--- src/rtl/regfile_stack_ctrl_if.sv ---
// regfile_stack_ctrl_if
// Request/ack and status bundle between a core and the stacked-regfile
// context controller.
//   master : core side, drives the entry/exit requests, stall and error clear
//   slave  : controller side, drives command, acks, write block, depth, flags
// Depth must match the Depth parameter of the attached controller.
interface regfile_stack_ctrl_if #(
    parameter int Depth = 4
) ();
    localparam int DW = $clog2(Depth);

    logic          i_enter_req;
    logic          i_exit_req;
    logic          i_stall;
    logic          i_err_clr;
    logic [1:0]    o_command;
    logic          o_enter_ack;
    logic          o_exit_ack;
    logic          o_w_block;
    logic [DW-1:0] o_depth;
    logic          o_full;
    logic          o_empty;
    logic          o_overflow;
    logic          o_underflow;

    modport master (
        output i_enter_req, i_exit_req, i_stall, i_err_clr,
        input  o_command, o_enter_ack, o_exit_ack, o_w_block,
               o_depth, o_full, o_empty, o_overflow, o_underflow
    );

    modport slave (
        input  i_enter_req, i_exit_req, i_stall, i_err_clr,
        output o_command, o_enter_ack, o_exit_ack, o_w_block,
               o_depth, o_full, o_empty, o_overflow, o_underflow
    );
endinterface

--- src/rtl/regfile_stack_ctrl.sv ---
// regfile_stack_ctrl
// Sequences push/pop commands to a stacked register file on interrupt
// entry/exit. Each command occupies IDLE -> ISSUE -> SETTLE, during which the
// core's regfile write enable is blocked. Tracks the saved-context count
// (0..Depth-1) and raises sticky overflow/underflow flags.
// Ports:
//   i_clk   : clock, rising edge
//   i_reset : asynchronous active-low reset
//   bus     : slave side of regfile_stack_ctrl_if (requests, stall, err clear
//             in; command, acks, write block, depth, full/empty, flags out)
module regfile_stack_ctrl #(
    parameter int Depth = 4
) (
    input  logic                 i_clk,
    input  logic                 i_reset,
    regfile_stack_ctrl_if.slave  bus
);
    localparam int DW = $clog2(Depth);
    localparam logic [DW-1:0] CAP = DW'(Depth - 1);

    typedef enum logic [1:0] {
        IDLE   = 2'd0,
        ISSUE  = 2'd1,
        SETTLE = 2'd2
    } state_e;

    typedef enum logic [1:0] {
        CMD_NONE = 2'd0,
        CMD_PUSH = 2'd1,
        CMD_POP  = 2'd2
    } cmd_e;

    state_e        state_q;
    cmd_e          command_q;
    logic          enter_ack_q;
    logic          exit_ack_q;
    logic [DW-1:0] depth_q;
    logic          overflow_q;
    logic          underflow_q;
    logic          full;
    logic          empty;

    assign full  = (depth_q == CAP);
    assign empty = (depth_q == '0);

    always_ff @(posedge i_clk or negedge i_reset) begin
        if (!i_reset) begin
            state_q     <= IDLE;
            command_q   <= CMD_NONE;
            enter_ack_q <= 1'b0;
            exit_ack_q  <= 1'b0;
            depth_q     <= '0;
            overflow_q  <= 1'b0;
            underflow_q <= 1'b0;
        end else begin
            enter_ack_q <= 1'b0;
            exit_ack_q  <= 1'b0;

            // Clear first so a set later in this block overrides it.
            if (bus.i_err_clr) begin
                overflow_q  <= 1'b0;
                underflow_q <= 1'b0;
            end

            case (state_q)
                IDLE: begin
                    if (!bus.i_stall) begin
                        if (bus.i_enter_req && !full) begin
                            state_q     <= ISSUE;
                            command_q   <= CMD_PUSH;
                            enter_ack_q <= 1'b1;
                        end else begin
                            // A blocked entry only wins priority when it can
                            // push; at full it flags overflow and lets a
                            // pending exit through, otherwise nothing could
                            // ever make room for it.
                            if (bus.i_enter_req) begin
                                overflow_q <= 1'b1;
                            end
                            // While an underflow ack is showing the requester
                            // has not yet dropped exit; do not consume it twice.
                            if (bus.i_exit_req && !exit_ack_q) begin
                                exit_ack_q <= 1'b1;
                                if (!empty) begin
                                    state_q   <= ISSUE;
                                    command_q <= CMD_POP;
                                end else begin
                                    underflow_q <= 1'b1;
                                end
                            end
                        end
                    end
                end
                ISSUE: begin
                    if (command_q == CMD_PUSH) begin
                        depth_q <= depth_q + 1'b1;
                    end else if (command_q == CMD_POP) begin
                        depth_q <= depth_q - 1'b1;
                    end
                    command_q <= CMD_NONE;
                    state_q   <= SETTLE;
                end
                SETTLE: begin
                    state_q <= IDLE;
                end
                default: begin
                    state_q   <= IDLE;
                    command_q <= CMD_NONE;
                end
            endcase
        end
    end

    assign bus.o_command   = command_q;
    assign bus.o_enter_ack = enter_ack_q;
    assign bus.o_exit_ack  = exit_ack_q;
    assign bus.o_w_block   = (state_q != IDLE);
    assign bus.o_depth     = depth_q;
    assign bus.o_full      = full;
    assign bus.o_empty     = empty;
    assign bus.o_overflow  = overflow_q;
    assign bus.o_underflow = underflow_q;

endmodule

--- src/flat_wrapper.sv ---
// flat-port wrapper written by rule: the top's interface ports become plain ports
module regfile_stack_ctrl_flat 
#(
    parameter int Depth = 4
)
  (i_clk, i_reset, bus_i_enter_req, bus_i_exit_req, bus_i_stall, bus_i_err_clr, bus_o_command, bus_o_enter_ack, bus_o_exit_ack, bus_o_w_block, bus_o_depth, bus_o_full, bus_o_empty, bus_o_overflow, bus_o_underflow);
  regfile_stack_ctrl_if #(.Depth(Depth)) bus_i ();
  input  logic i_clk;
  input  logic i_reset;
  input wire logic [$bits(bus_i.i_enter_req)-1:0] bus_i_enter_req;
  input wire logic [$bits(bus_i.i_exit_req)-1:0] bus_i_exit_req;
  input wire logic [$bits(bus_i.i_stall)-1:0] bus_i_stall;
  input wire logic [$bits(bus_i.i_err_clr)-1:0] bus_i_err_clr;
  output wire logic [$bits(bus_i.o_command)-1:0] bus_o_command;
  output wire logic [$bits(bus_i.o_enter_ack)-1:0] bus_o_enter_ack;
  output wire logic [$bits(bus_i.o_exit_ack)-1:0] bus_o_exit_ack;
  output wire logic [$bits(bus_i.o_w_block)-1:0] bus_o_w_block;
  output wire logic [$bits(bus_i.o_depth)-1:0] bus_o_depth;
  output wire logic [$bits(bus_i.o_full)-1:0] bus_o_full;
  output wire logic [$bits(bus_i.o_empty)-1:0] bus_o_empty;
  output wire logic [$bits(bus_i.o_overflow)-1:0] bus_o_overflow;
  output wire logic [$bits(bus_i.o_underflow)-1:0] bus_o_underflow;
  assign bus_i.i_enter_req = bus_i_enter_req;
  assign bus_i.i_exit_req = bus_i_exit_req;
  assign bus_i.i_stall = bus_i_stall;
  assign bus_i.i_err_clr = bus_i_err_clr;
  assign bus_o_command = bus_i.o_command;
  assign bus_o_enter_ack = bus_i.o_enter_ack;
  assign bus_o_exit_ack = bus_i.o_exit_ack;
  assign bus_o_w_block = bus_i.o_w_block;
  assign bus_o_depth = bus_i.o_depth;
  assign bus_o_full = bus_i.o_full;
  assign bus_o_empty = bus_i.o_empty;
  assign bus_o_overflow = bus_i.o_overflow;
  assign bus_o_underflow = bus_i.o_underflow;
  regfile_stack_ctrl #(.Depth(Depth)) u_core (.i_clk(i_clk), .i_reset(i_reset), .bus(bus_i));
endmodule
--- config.mk ---
export PLATFORM = sky130hd
export DESIGN_NAME = regfile_stack_ctrl_flat
export DESIGN_NICKNAME = d
export VERILOG_FILES = /design/src/rtl/regfile_stack_ctrl_if.sv /design/src/rtl/regfile_stack_ctrl.sv /design/src/flat_wrapper.sv
export SDC_FILE = /design/constraint.sdc
export NUM_CORES = 1
export LEC_CHECK = 0
export CORE_AREA = 4 4 41 43
export CTS_CLUSTER_DIAMETER = 50
export CTS_CLUSTER_SIZE = 14
export DETAILED_ROUTE_END_ITERATION = 12
export DIE_AREA = 0 0 45 47
export PLACE_DENSITY = 0.65
export SYNTH_ARGS = -nofsm -noshare
export SYNTH_HDL_FRONTEND = slang
export SYNTH_SLANG_ARGS = --single-unit
--- constraint.sdc ---
create_clock -name i_clk -period 1.3 [get_ports i_clk]
set_clock_uncertainty 0.1 [all_clocks]
set_input_delay 0.195 -clock i_clk [delete_from_list [all_inputs] [get_ports i_clk]]
set_output_delay 0.195 -clock i_clk [all_outputs]
set_load 0.02 [all_outputs]
* Word-level counts from Yosys, hierarchy flattened
Index checks and enable logic that the tools add are counted.
** Operators by class
- Bitwise operators :: 1
- Multiplexer cells :: 30
- Add/subtract/negate cells :: 2
- Eq/ne operators :: 8
- Reductions and logical operators :: 11
** Operators by type and width (count)
- $mux 2 :: 10
- $mux 1 :: 18
- $pmux 2 s2 :: 2
- $eq 2x2->1 const B :: 3
- $eq 2x1->1 const B :: 2
- $logic_not 2->1 :: 2
- $reduce_and 4->1 :: 1
- $reduce_bool 2->1 :: 2
- $ne 3x1->1 const B :: 1
- $ne 3x2->1 const B :: 1
- $reduce_and 3->1 :: 1
- $add 2x1->2 const B :: 1
- $logic_and 1x1->1 :: 2
- $logic_not 1->1 :: 2
- $ne 2x2->1 const B :: 1
- $reduce_and 2->1 :: 1
- $sub 2x1->2 const B :: 1
- $not 1->1 :: 1
** Storage, ports and cells
- Bits of input ports :: 6
- Output and inout bits :: 11
- Register bits after elaboration :: 10

* Depth between registers and ports, before layout
- Depth in word-level cells :: 6
- Mapped depth :: 5

* Worst setup path after synthesis
No wires, ideal clock.
- Path kind :: reg-to-reg
- Start point :: register u_core.depth_q[0], in the netlist u_core.bus.o_depth[0]
- End point :: register u_core.command_q[0], in the netlist u_core.bus.o_command[0]
- Setup time :: 0.086 ns
- Arrival :: 1.267 ns
- Cell stages (with the launch flop) :: 5
- Setup slack :: -0.152 ns
- Data required time :: 1.114 ns
- Period minus slack after synthesis :: 1.452 ns
- Path through :: dfrtp_1 -> nor2_2 -> o21bai_2 -> and4_1 -> nor3_1
** RTL lines
- start: declaration :: RTL line regfile_stack_ctrl.sv:37 : logic [DW-1:0] depth_q;
- start signal: assignment :: RTL line regfile_stack_ctrl.sv:96 : depth_q <= depth_q + 1'b1;
- start signal: assignment :: RTL line regfile_stack_ctrl.sv:98 : depth_q <= depth_q - 1'b1;
- $logic_not 2->1 :: RTL line regfile_stack_ctrl.sv:44 : assign empty = (depth_q == '0);
- via bus_o_empty :: RTL line flat_wrapper.sv:20 : output wire logic [$bits(bus_i.o_empty)-1:0] bus_o_empty;
- $ne 3x2->1 (no line)
- $reduce_and 4->1 (no line)
- end signal: assignment :: RTL line regfile_stack_ctrl.sv:49 : command_q <= CMD_NONE;
- end signal: assignment :: RTL line regfile_stack_ctrl.sv:70 : command_q <= CMD_PUSH;
- end signal: assignment :: RTL line regfile_stack_ctrl.sv:86 : command_q <= CMD_POP;
- end: declaration :: RTL line regfile_stack_ctrl.sv:34 : cmd_e command_q;
The timed path passes the listed nets, and every way through them passes these cells. The select of a mux whose other input is x is not followed.
A chain may end at the register's enable or synchronous reset.

* Final worst setup path
- Start point :: register u_core.state_q[0]
- End point :: register u_core.underflow_q, in the netlist u_core.bus.o_underflow
** Between the ends
- Cells in the longest elaborated chain, start to end :: 2
** RTL lines
- start: declaration :: RTL line regfile_stack_ctrl.sv:33 : state_e state_q;
- start signal: assignment :: RTL line regfile_stack_ctrl.sv:48 : state_q <= IDLE;
- start signal: assignment :: RTL line regfile_stack_ctrl.sv:69 : state_q <= ISSUE;
- start signal: assignment :: RTL line regfile_stack_ctrl.sv:85 : state_q <= ISSUE;
- $logic_not 2->1 :: RTL line regfile_stack_ctrl.sv:65 : case (state_q)
- $mux 1 :: RTL line regfile_stack_ctrl.sv:65
- end signal: assignment :: RTL line regfile_stack_ctrl.sv:54 : underflow_q <= 1'b0;
- end signal: assignment :: RTL line regfile_stack_ctrl.sv:62 : underflow_q <= 1'b0;
- end signal: assignment :: RTL line regfile_stack_ctrl.sv:88 : underflow_q <= 1'b1;
- end: declaration :: RTL line regfile_stack_ctrl.sv:39 : logic underflow_q;
Every way passes these cells.

==> flow_summary.toml <==
[route]
drt_iter0_drc = 0
wl_per_cell_um = 12.0
drt-total-wl_mm = 1.05
drt_pass1_iterations = 1
drt-vias-per-instance = 4.78
ant_nets = 0
drc = 0
vias = 421

[die]
coreArea_um2 = 1300
start_util_pct = 34.9
core.rowCount = 13
die_w_um = 45
dieArea_um2 = 2120
die_y_um = 47
num_io_pins = 17

[pwr]
p_sw_uw = 736
comb_power_share_pct = 57.1
p_clk_share_pct = 15.1
power_frac_seq_pct = 27.8
power.internal_uw = 1140
powerDensity_nw_per_um2 = 2300
switching_share_pct = 39.2
p_leak_uw = 0.000401
ir_drop_v = 0.00115

[clock_tree]
cts_buffers = 3
root_buffer = "clkbuf_4"
cts_tree = "built"
clk_latency_ns = 0.27
path_clk_slew_ns = 0.07
postCtsHoldBufs = 0
clock-sinks = 10
cts_htree_levels = 1
clockBufferDepth = 2

[sta]
slew_viol_final = 0
period_share_pct = 108
hold_viol_final = 0
setup_tns_ns = -0.381
layout_setup_ws_ns = -0.105
fmax_ghz = 0.712
worst_pin_slew_ns = 0.234
min_period_ns = 1.40
rsz0062_at_grt = "yes"
slew_headroom_pct = 84.4
setup_violations = 6

[final_layout]
final_nets = 81
utilization_pct = 62.7
final_cells = 88
syn_to_final_growth_pct = 79.6
diodes = 0
layout-drive-gt1-share_pct = 53.4

[synth]
yosysMostFrequentCell = "dfrtp_1"
synthTopCellsByArea = "dfrtp_1 (55%), xnor2_1 (3.9%), a211oi_2 (2.8%)"
syn_inst = 40
async_flop_share_pct = 100
ys_types = 22
synth_ff_type = "dfrtp_1"
syn-cell-area_um2 = 454
seq_area_frac_synth_pct = 55.1
synthTopCellsByCount = "dfrtp_1 (10), inv_1 (3), nand2_1 (3), nor2_1 (3)"
yosysWarnings = 0
avgSynthCellArea_um2 = 11.4
synth-seq-cells = 10
synth_edf_count = 0
post-synth-top-area-fraction_pct = 55.1
synth_fp_nets = 47
yosysTopAreaCell = "dfrtp_1"

[critical_path]
path_class = "flop to flop"
arrival_ns = 1.52
r2r_start = "u_core.state_q[0]$_DFFE_PN0P_"
crit_fanout = 4
endpoint_kind = "flop"
crit_required_ns = 1.41
rr_worst_depth = 4
cp-startpoint = "u_core.state_q[0]$_DFFE_PN0P_"
critPathLaunchType = "flop"

[placed_design]
dp_hpwl_um = 790
place_inst = 81
place_congestion = 0.808
io_buffer_count = 16

[global_route]
antenna_found_initial = 0
grt_pass1_vias = 409
grt_pass1_wl_mm = 1.79
grt-ovfl-total = 0
track_usage_pct = 12.1
grt_start_max_net_pins = 11

[status]
status = "finished, violations left"
violations = "negative setup slack"

[hold_path]
worstHoldPathType = "primary input to asynchronous set/reset pin"

[job]
drv_cap = 0
## cell families (layout without fill, tap and decap cells)
family                     Yosys count  count (layout)  synth area share (%)
buffers and inverters                3              36                  2.48
xor gates and xnor gates             3               3                  5.79
and+or+nand+nor                     16              16                  19.8
adders and majority gates            1               1                  2.75
DFF                                 10              10                  55.1
AOI/OAI and AO/OA                    7               7                  14.0
## metal layers
| metal | vias to the layer above | part of all wire (%) | GRT usage (%) |
|---|---|---|---|
| met2 | 15 | 45 | 17.8 |
| li1 | 207 | - | - |
| met5 | - | 0 | 0 |
| met1 | 196 | 44 | 15.9 |
| met4 | 0 | 3.0 | 8.77 |
| met3 | 3 | 7.8 | 2.30 |
## what timing repair did
| item | CTS | global route |
|---|---|---|
| gates cloned | 0 | 0 |
| pin swaps | 2 | 0 |
| endpoints found under the setup margin | 13 | 12 |
| resized for setup | 31 | 17 |
| setup buffers | 1 | 2 |
## cell type report
| class | count | area, µm² |
|---|---|---|
| clock buffers | 4 | 36.3 |
| fillers | 125 | 485 |
| well taps | 15 | 18.8 |
| flip-flops and latches | 10 | 255 |
| repair buffers | 29 | 246 |
| multi-input cells | 27 | 248 |
| inverters | 3 | 11.3 |
## critical path: stages (launching register included)
cell,delay (ns)
dfrtp_1,0.38
buf_4,0.15
or3_4,0.40
a211oi_4,0.17
a22o_1,0.15
## path summary, 6_finish.rpt
check	to	slack (ns)
hold reg to reg	u_core.bus.o_overflow$_DFF_PN0_	0.39
hold / removal	u_core.state_q[1]$_DFFE_PN0P_	0.11
setup reg to reg	u_core.bus.o_underflow$_DFF_PN0_	-0.10
setup / recovery	u_core.bus.o_underflow$_DFF_PN0_	-0.10
max in group asynchronous	u_core.bus.o_depth[1]$_DFFE_PN0P_	0.84
min in group i_clk	u_core.bus.o_overflow$_DFF_PN0_	0.39
## state kept, by name, summed over array words and instances, names as in the netlist
register and flops:
u_core.state_q 2, u_core.bus.o_command 2, u_core.bus.o_depth 2, u_core.bus.o_exit_ack 1, u_core.bus.o_underflow 1, u_core.bus.o_enter_ack 1
u_core.bus.o_overflow 1
## placed cells by master (no fill, tap or decap), types with 2 or more instances in the layout
cell,instances
clkbuf_4,3
nor2_1,3
buf_6,5
buf_4,12
dfrtp_1,6
a31oi_1,2
xnor2_1,2
nand2_1,2
inv_1,2
dlygate4sd2_1,4
clkdlybuf4s50_1,5
dfrtp_2,4
clkbuf_2,2
## per-stage QoR
stage | total power, µW | worst slack, ns | hold WS [ns] | area, µm²
2_1_floorplan | 989 | -0.00399 | -0.201 | 467
3_3_place_gp | 1440 | -0.196 | 0.394 | 721
3_5_place_dp | 1460 | -0.194 | 0.387 | 721
4_1_cts | 1720 | -0.112 | 0.106 | 757
5_1_grt | 2030 | -0.138 | 0.109 | 816
6_report | 1880 | -0.105 | 0.105 | 816
## power by group through the flow
stage,Clock [µW],Combinational [µW],Sequential (µW)
after floorplan,0,347,641
after global placement,0,923,522
after detailed placement,0,931,528
after CTS,294,917,509
after global routing,310,1180,538
final,283,1070,521
Power figures use the tool's default switching activity.
